### src/rtl/pixel_scheduler.sv
// Pixel/sample scheduler feeding a ray generator pipeline.
// Define PIXEL_SCHED_PERF_EN to add stall_cycles/issue_count outputs.
module pixel_scheduler #(
  parameter int PIXEL_WIDTH       = 800,
  parameter int PIXEL_HEIGHT      = 600,
  parameter int SAMPLES_PER_PIXEL = 4,
  parameter int GEN_LATENCY       = 4
) (
  input  logic        clk,
  input  logic        rst,
  input  logic        start,
  input  logic        ds_ready,
  output logic [9:0]  pixel_x,
  output logic [9:0]  pixel_y,
  output logic [3:0]  sample_idx,
  output logic        stall,
  output logic        ray_valid,
  output logic        busy,
  output logic        frame_done
`ifdef PIXEL_SCHED_PERF_EN
  ,
  output logic [31:0] stall_cycles,
  output logic [31:0] issue_count
`endif
);

  typedef enum logic [1:0] {
    IDLE,
    RUN,
    DRAIN,
    DONE
  } state_t;

  localparam logic [9:0] XMAX = 10'(PIXEL_WIDTH - 1);
  localparam logic [9:0] YMAX = 10'(PIXEL_HEIGHT - 1);
  localparam logic [3:0] SMAX = 4'(SAMPLES_PER_PIXEL - 1);

  state_t state_q, state_d;
  logic [9:0] px_q, px_d;
  logic [9:0] py_q, py_d;
  logic [3:0] sx_q, sx_d;
  logic [GEN_LATENCY-1:0] vld_q, vld_d;
  logic issue;

  always_comb begin
    state_d = state_q;
    px_d    = px_q;
    py_d    = py_q;
    sx_d    = sx_q;
    vld_d   = vld_q;
    stall   = 1'b1;
    issue   = 1'b0;
    unique case (state_q)
      IDLE: begin
        if (start) state_d = RUN;
      end
      RUN: begin
        stall = ~ds_ready;
        issue = ds_ready;
      end
      DRAIN: begin
        stall = ~ds_ready;
      end
      DONE: begin
        state_d = IDLE;
        px_d    = '0;
        py_d    = '0;
        sx_d    = '0;
      end
    endcase
    if (issue) begin
      if (sx_q == SMAX) begin
        sx_d = '0;
        if (px_q == XMAX) begin
          px_d = '0;
          if (py_q == YMAX) begin
            py_d    = '0;
            state_d = DRAIN;
          end else begin
            py_d = py_q + 10'd1;
          end
        end else begin
          px_d = px_q + 10'd1;
        end
      end else begin
        sx_d = sx_q + 4'd1;
      end
    end
    if (!stall) begin
      vld_d[0] = issue;
      for (int i = 1; i < GEN_LATENCY; i++) begin
        vld_d[i] = vld_q[i-1];
      end
    end
    // leave DRAIN as the final ray is consumed
    if (state_q == DRAIN && vld_d == '0) state_d = DONE;
  end

  always_ff @(posedge clk or posedge rst) begin
    if (rst) begin
      state_q <= IDLE;
      px_q    <= '0;
      py_q    <= '0;
      sx_q    <= '0;
      vld_q   <= '0;
    end else begin
      state_q <= state_d;
      px_q    <= px_d;
      py_q    <= py_d;
      sx_q    <= sx_d;
      vld_q   <= vld_d;
    end
  end

  assign pixel_x    = px_q;
  assign pixel_y    = py_q;
  assign sample_idx = sx_q;
  assign ray_valid  = vld_q[GEN_LATENCY-1];
  assign busy       = (state_q == RUN) || (state_q == DRAIN);
  assign frame_done = (state_q == DONE);

`ifdef PIXEL_SCHED_PERF_EN
  logic [31:0] stc_q, isc_q;

  always_ff @(posedge clk or posedge rst) begin
    if (rst) begin
      stc_q <= '0;
      isc_q <= '0;
    end else if (state_q == IDLE && start) begin
      stc_q <= '0;
      isc_q <= '0;
    end else begin
      if (busy && stall) stc_q <= stc_q + 32'd1;
      if (issue) isc_q <= isc_q + 32'd1;
    end
  end

  assign stall_cycles = stc_q;
  assign issue_count  = isc_q;
`endif

endmodule

### config.mk
export PLATFORM = sky130hd
export DESIGN_NAME = pixel_scheduler
export DESIGN_NICKNAME = d
export VERILOG_FILES = /design/src/rtl/pixel_scheduler.sv
export SDC_FILE = /design/constraint.sdc
export NUM_CORES = 1
export LEC_CHECK = 0
export CAP_MARGIN = 15
export CORE_UTILIZATION = 50
export CTS_CLUSTER_DIAMETER = 80
export DETAILED_ROUTE_END_ITERATION = 8
export GPL_TIMING_DRIVEN = 0
export PLACE_DENSITY_LB_ADDON = 0.05
export SETUP_SLACK_MARGIN = 0.3
export SYNTH_ARGS = -nofsm -noshare
export SYNTH_HDL_FRONTEND = slang
export SYNTH_SLANG_ARGS = --single-unit
### constraint.sdc
create_clock -name clk -period 3.7 [get_ports clk]
set_input_delay 0.74 -clock clk [delete_from_list [all_inputs] [get_ports clk]]
set_output_delay 0.74 -clock clk [all_outputs]
set_load 0.01 [all_outputs]
==> run_results.csv <==
group,metric,value,unit
final_layout,layout-area-overhead-vs-synth,25.5,%
power,total_power,0.950,mW
final_layout,design.final.nets,232,
clock_tree,post_cts_hold_buffer_count,0,
global_route,grt_util_met2,37.0,%
detailed_routing,drtIter0Drc,125,
run,max_cap_viol_count,0,
clock_tree,clockRootBuffer,"sky130_fd_sc_hd__clkbuf_4",
clock_tree,numCtsBuffers,5,
global_route,globalRoute.totalOverflow,0,
logic_synthesis,yosys_register_bits,30,
timing,timing.final.crit_share,75.3,%
die,fp.coreArea,3340,um2
placed_design,dp.final_hpwl,2790,um
logic_synthesis,synth_top_flop_cell,"sky130_fd_sc_hd__dfrtp_1",
global_route,grt_pass1_vias,1467,
clock_tree,clock_tree_from_tritoncts,"yes",
logic_synthesis,post_synth.cell_area_avg,9.56,um2
critical_path,worstSetupEndpointType,"output pin",
global_route,met1_track_demand_over_resource_in_global_routing,33.3,%
final_layout,drive_gt1_share,10.4,%
global_route,antenna_found_initial,0,
placed_design,port_buffers,31,
power,static-leakage-power,0.928,nW
placed_design,gp_congestion,0.863,
logic_synthesis,seq_area_frac_synth,43.2,%
clock_tree,postCtsSetupBuffers,0,
timing,min_period,2790,ps
timing,final-hold-violation-count,0,
clock_tree,cts_resized,0,
final_layout,diodes_inserted,0,
clock_tree,numClockSinks,30,
die,fp-row-count,21,
timing,finalClockSkew,10.2,ps
clock_tree,cts.clk_slew.worst_paths,90,ps
placed_design,place_ws,905,ps
die,die_h,61.0,um
final_layout,design_area,2180,um2
logic_synthesis,synth.distinct_cells,48,
timing,final-max-slew-violation-count,0,
global_route,global_route.usage.met3,5.12,%
final_layout,fill_cells,279,
timing,worst_slew_pin_slew,649,ps
die,initial_util,52.1,%
power,ir_worst_vdd,314,uV
critical_path,register_to_register_setup_slack,1550,ps
critical_path,critPathMaxFanout,8,
timing,setup_viol,0,
detailed_routing,detail_route.vias_per_cell,5.93,
status,outcome,"complete, no violations",
timing,fmax,359,MHz
logic_synthesis,postSynth.asyncResetShare,100,%
placed_design,post-place-cells,259,
detailed_routing,firstDrtPassIters,4,
die,top_level_ports,32,
timing,grt_setup_unrepaired,"false",
clock_tree,cts-root-to-sink-buffers,2,
die,fp.dieW,61.0,um
detailed_routing,dr_total_vias,1589,
timing,worst_slew_margin_rel,56.7,%
logic_synthesis,leading_post_synthesis_cells_by_instance_count,"sky130_fd_sc_hd__dfrtp_1, sky130_fd_sc_hd__nand3_1, sky130_fd_sc_hd__nand2_1, sky130_fd_sc_hd__inv_1, sky130_fd_sc_hd__o21ai_0",
logic_synthesis,yosys.cell_count.top_type,"sky130_fd_sc_hd__dfrtp_1",
global_route,grt_pass1_wl,6620,um
logic_synthesis,share_of_the_synthesized_area_in_the_top_cell_type,43.2,%
critical_path,data_arrival_time_at_the_worst_slack_endpoint,2050,ps
timing,totalNegativeSetupSlack,0,ps
logic_synthesis,post_synth_inst_count,182,
critical_path,worst_path_required_time,2960,ps
logic_synthesis,syn_area,1740,um2
hold_path,min_delay_path_class,"reg -> reg",
global_route,grt_max_degree,31,
critical_path,cp-start-kind,"input pin",
clock_tree,cts.htree.levels,2,
die,die_area,3720,um2
detailed_routing,routed_wire_length_per_instance,14.8,um
global_route,grt.busiest_layer,"met2",
final_layout,post_layout_nonfiller_instances,268,
logic_synthesis,synth_area_leader_cell,"sky130_fd_sc_hd__dfrtp_1",
detailed_routing,route.final.wire_length,3960,um
logic_synthesis,synth_edf_count,0,
placed_design,placed_area,2110,um2
logic_synthesis,synth.net_count,193,
critical_path,critPathKind,"in -> out",
global_route,grtUsageTotal,23.9,%
power,p_per_area,435,nW/um2
timing,final_critical_path_setup_slack,914,ps
detailed_routing,post-route-drc-count,0,
clock_tree,clk-insertion-delay-late,330,ps
logic_synthesis,synthTopCellsByArea,"sky130_fd_sc_hd__dfrtp_1, sky130_fd_sc_hd__ha_1, sky130_fd_sc_hd__nand3_1",
logic_synthesis,yosysWarnings,0,
detailed_routing,postRouteAntennaNets,0,
critical path, cell delays in order:
cell	delay, ps
sky130_fd_sc_hd__clkdlybuf4s50_1	530
sky130_fd_sc_hd__nand2_1	210
sky130_fd_sc_hd__clkdlybuf4s50_1	560
sequential cells by signal, summed over array words and instances, names as in the netlist:
register    flops
pixel_x        10
pixel_y        10
vld_q           4
state_q         2
sample_idx      4
cell type report:
cell class	count	area [um2]	area share (%)
Inverter	12	45.0	2.06
Clock buffer	7	55.1	2.52
Timing Repair Buffer	32	325	14.9
Clock inverter	1	5.00	0.229
Tap cell	46	57.6	2.64
Buffer	4	25.0	1.15
Sequential cell	30	751	34.4
Multi-Input combinational cell	136	918	42.1
logic make-up (layout without fill, tap and decap cells):
logic type	Yosys count	count (layout)	synth area share, %
multiplexers	4	4	2.59
AO/OA/AOI/OAI	47	47	18.3
adder cells (fa/ha/maj)	7	7	5.04
buffers and inverters	16	56	4.03
AND/OR/NAND/NOR	78	78	26.8
flip-flops	30	30	43.2
cell usage in the layout, fill, tap and decap left out, types with 6 or more instances in the layout:
cell type / n
sky130_fd_sc_hd__nand2_1: 13
sky130_fd_sc_hd__nor2_1: 7
sky130_fd_sc_hd__nand3_1: 17
sky130_fd_sc_hd__clkdlybuf4s50_1: 31
sky130_fd_sc_hd__nand4_1: 6
sky130_fd_sc_hd__dfrtp_1: 30
sky130_fd_sc_hd__a31oi_1: 8
sky130_fd_sc_hd__o21ai_0: 12
sky130_fd_sc_hd__ha_1: 7
sky130_fd_sc_hd__inv_1: 12
path summary, 6_finish.rpt:
| check | startpoint | endpoint | cells past startpoint |
|---|---|---|---|
| worst max-delay path | ds_ready | stall | 3 |
| worst min-delay path | vld_q[3] | vld_q[3] | 2 |
| worst max register to register | sample_idx[0] | pixel_y[2] | 5 |
| worst min register to register | vld_q[3] | vld_q[3] | 2 |
| max in group asynchronous | rst | pixel_x[4] | 3 |
| min in group asynchronous | rst | pixel_y[1] | 2 |
report_power, final:
part           total, mW  internal, mW  switching (mW)
sequential         0.443         0.382          0.0617
combinational      0.299         0.154           0.145
clock              0.207        0.0921           0.115
metrics by stage:
stage          utilization, %  hold WS [ps]
6_report                 65.4           509
5_1_grt                  65.4           559
4_1_cts                  64.9           512
3_5_place_dp             63.1           489
3_3_place_gp             63.1           482
2_1_floorplan               -           466
metal layers:
layer  wire length, um  share of wire (%)
met5                 0                  0
met4                40                1.0
met3               161                4.1
met2              1850                 47
met1              1910                 48
Power figures use the tool's default switching activity.
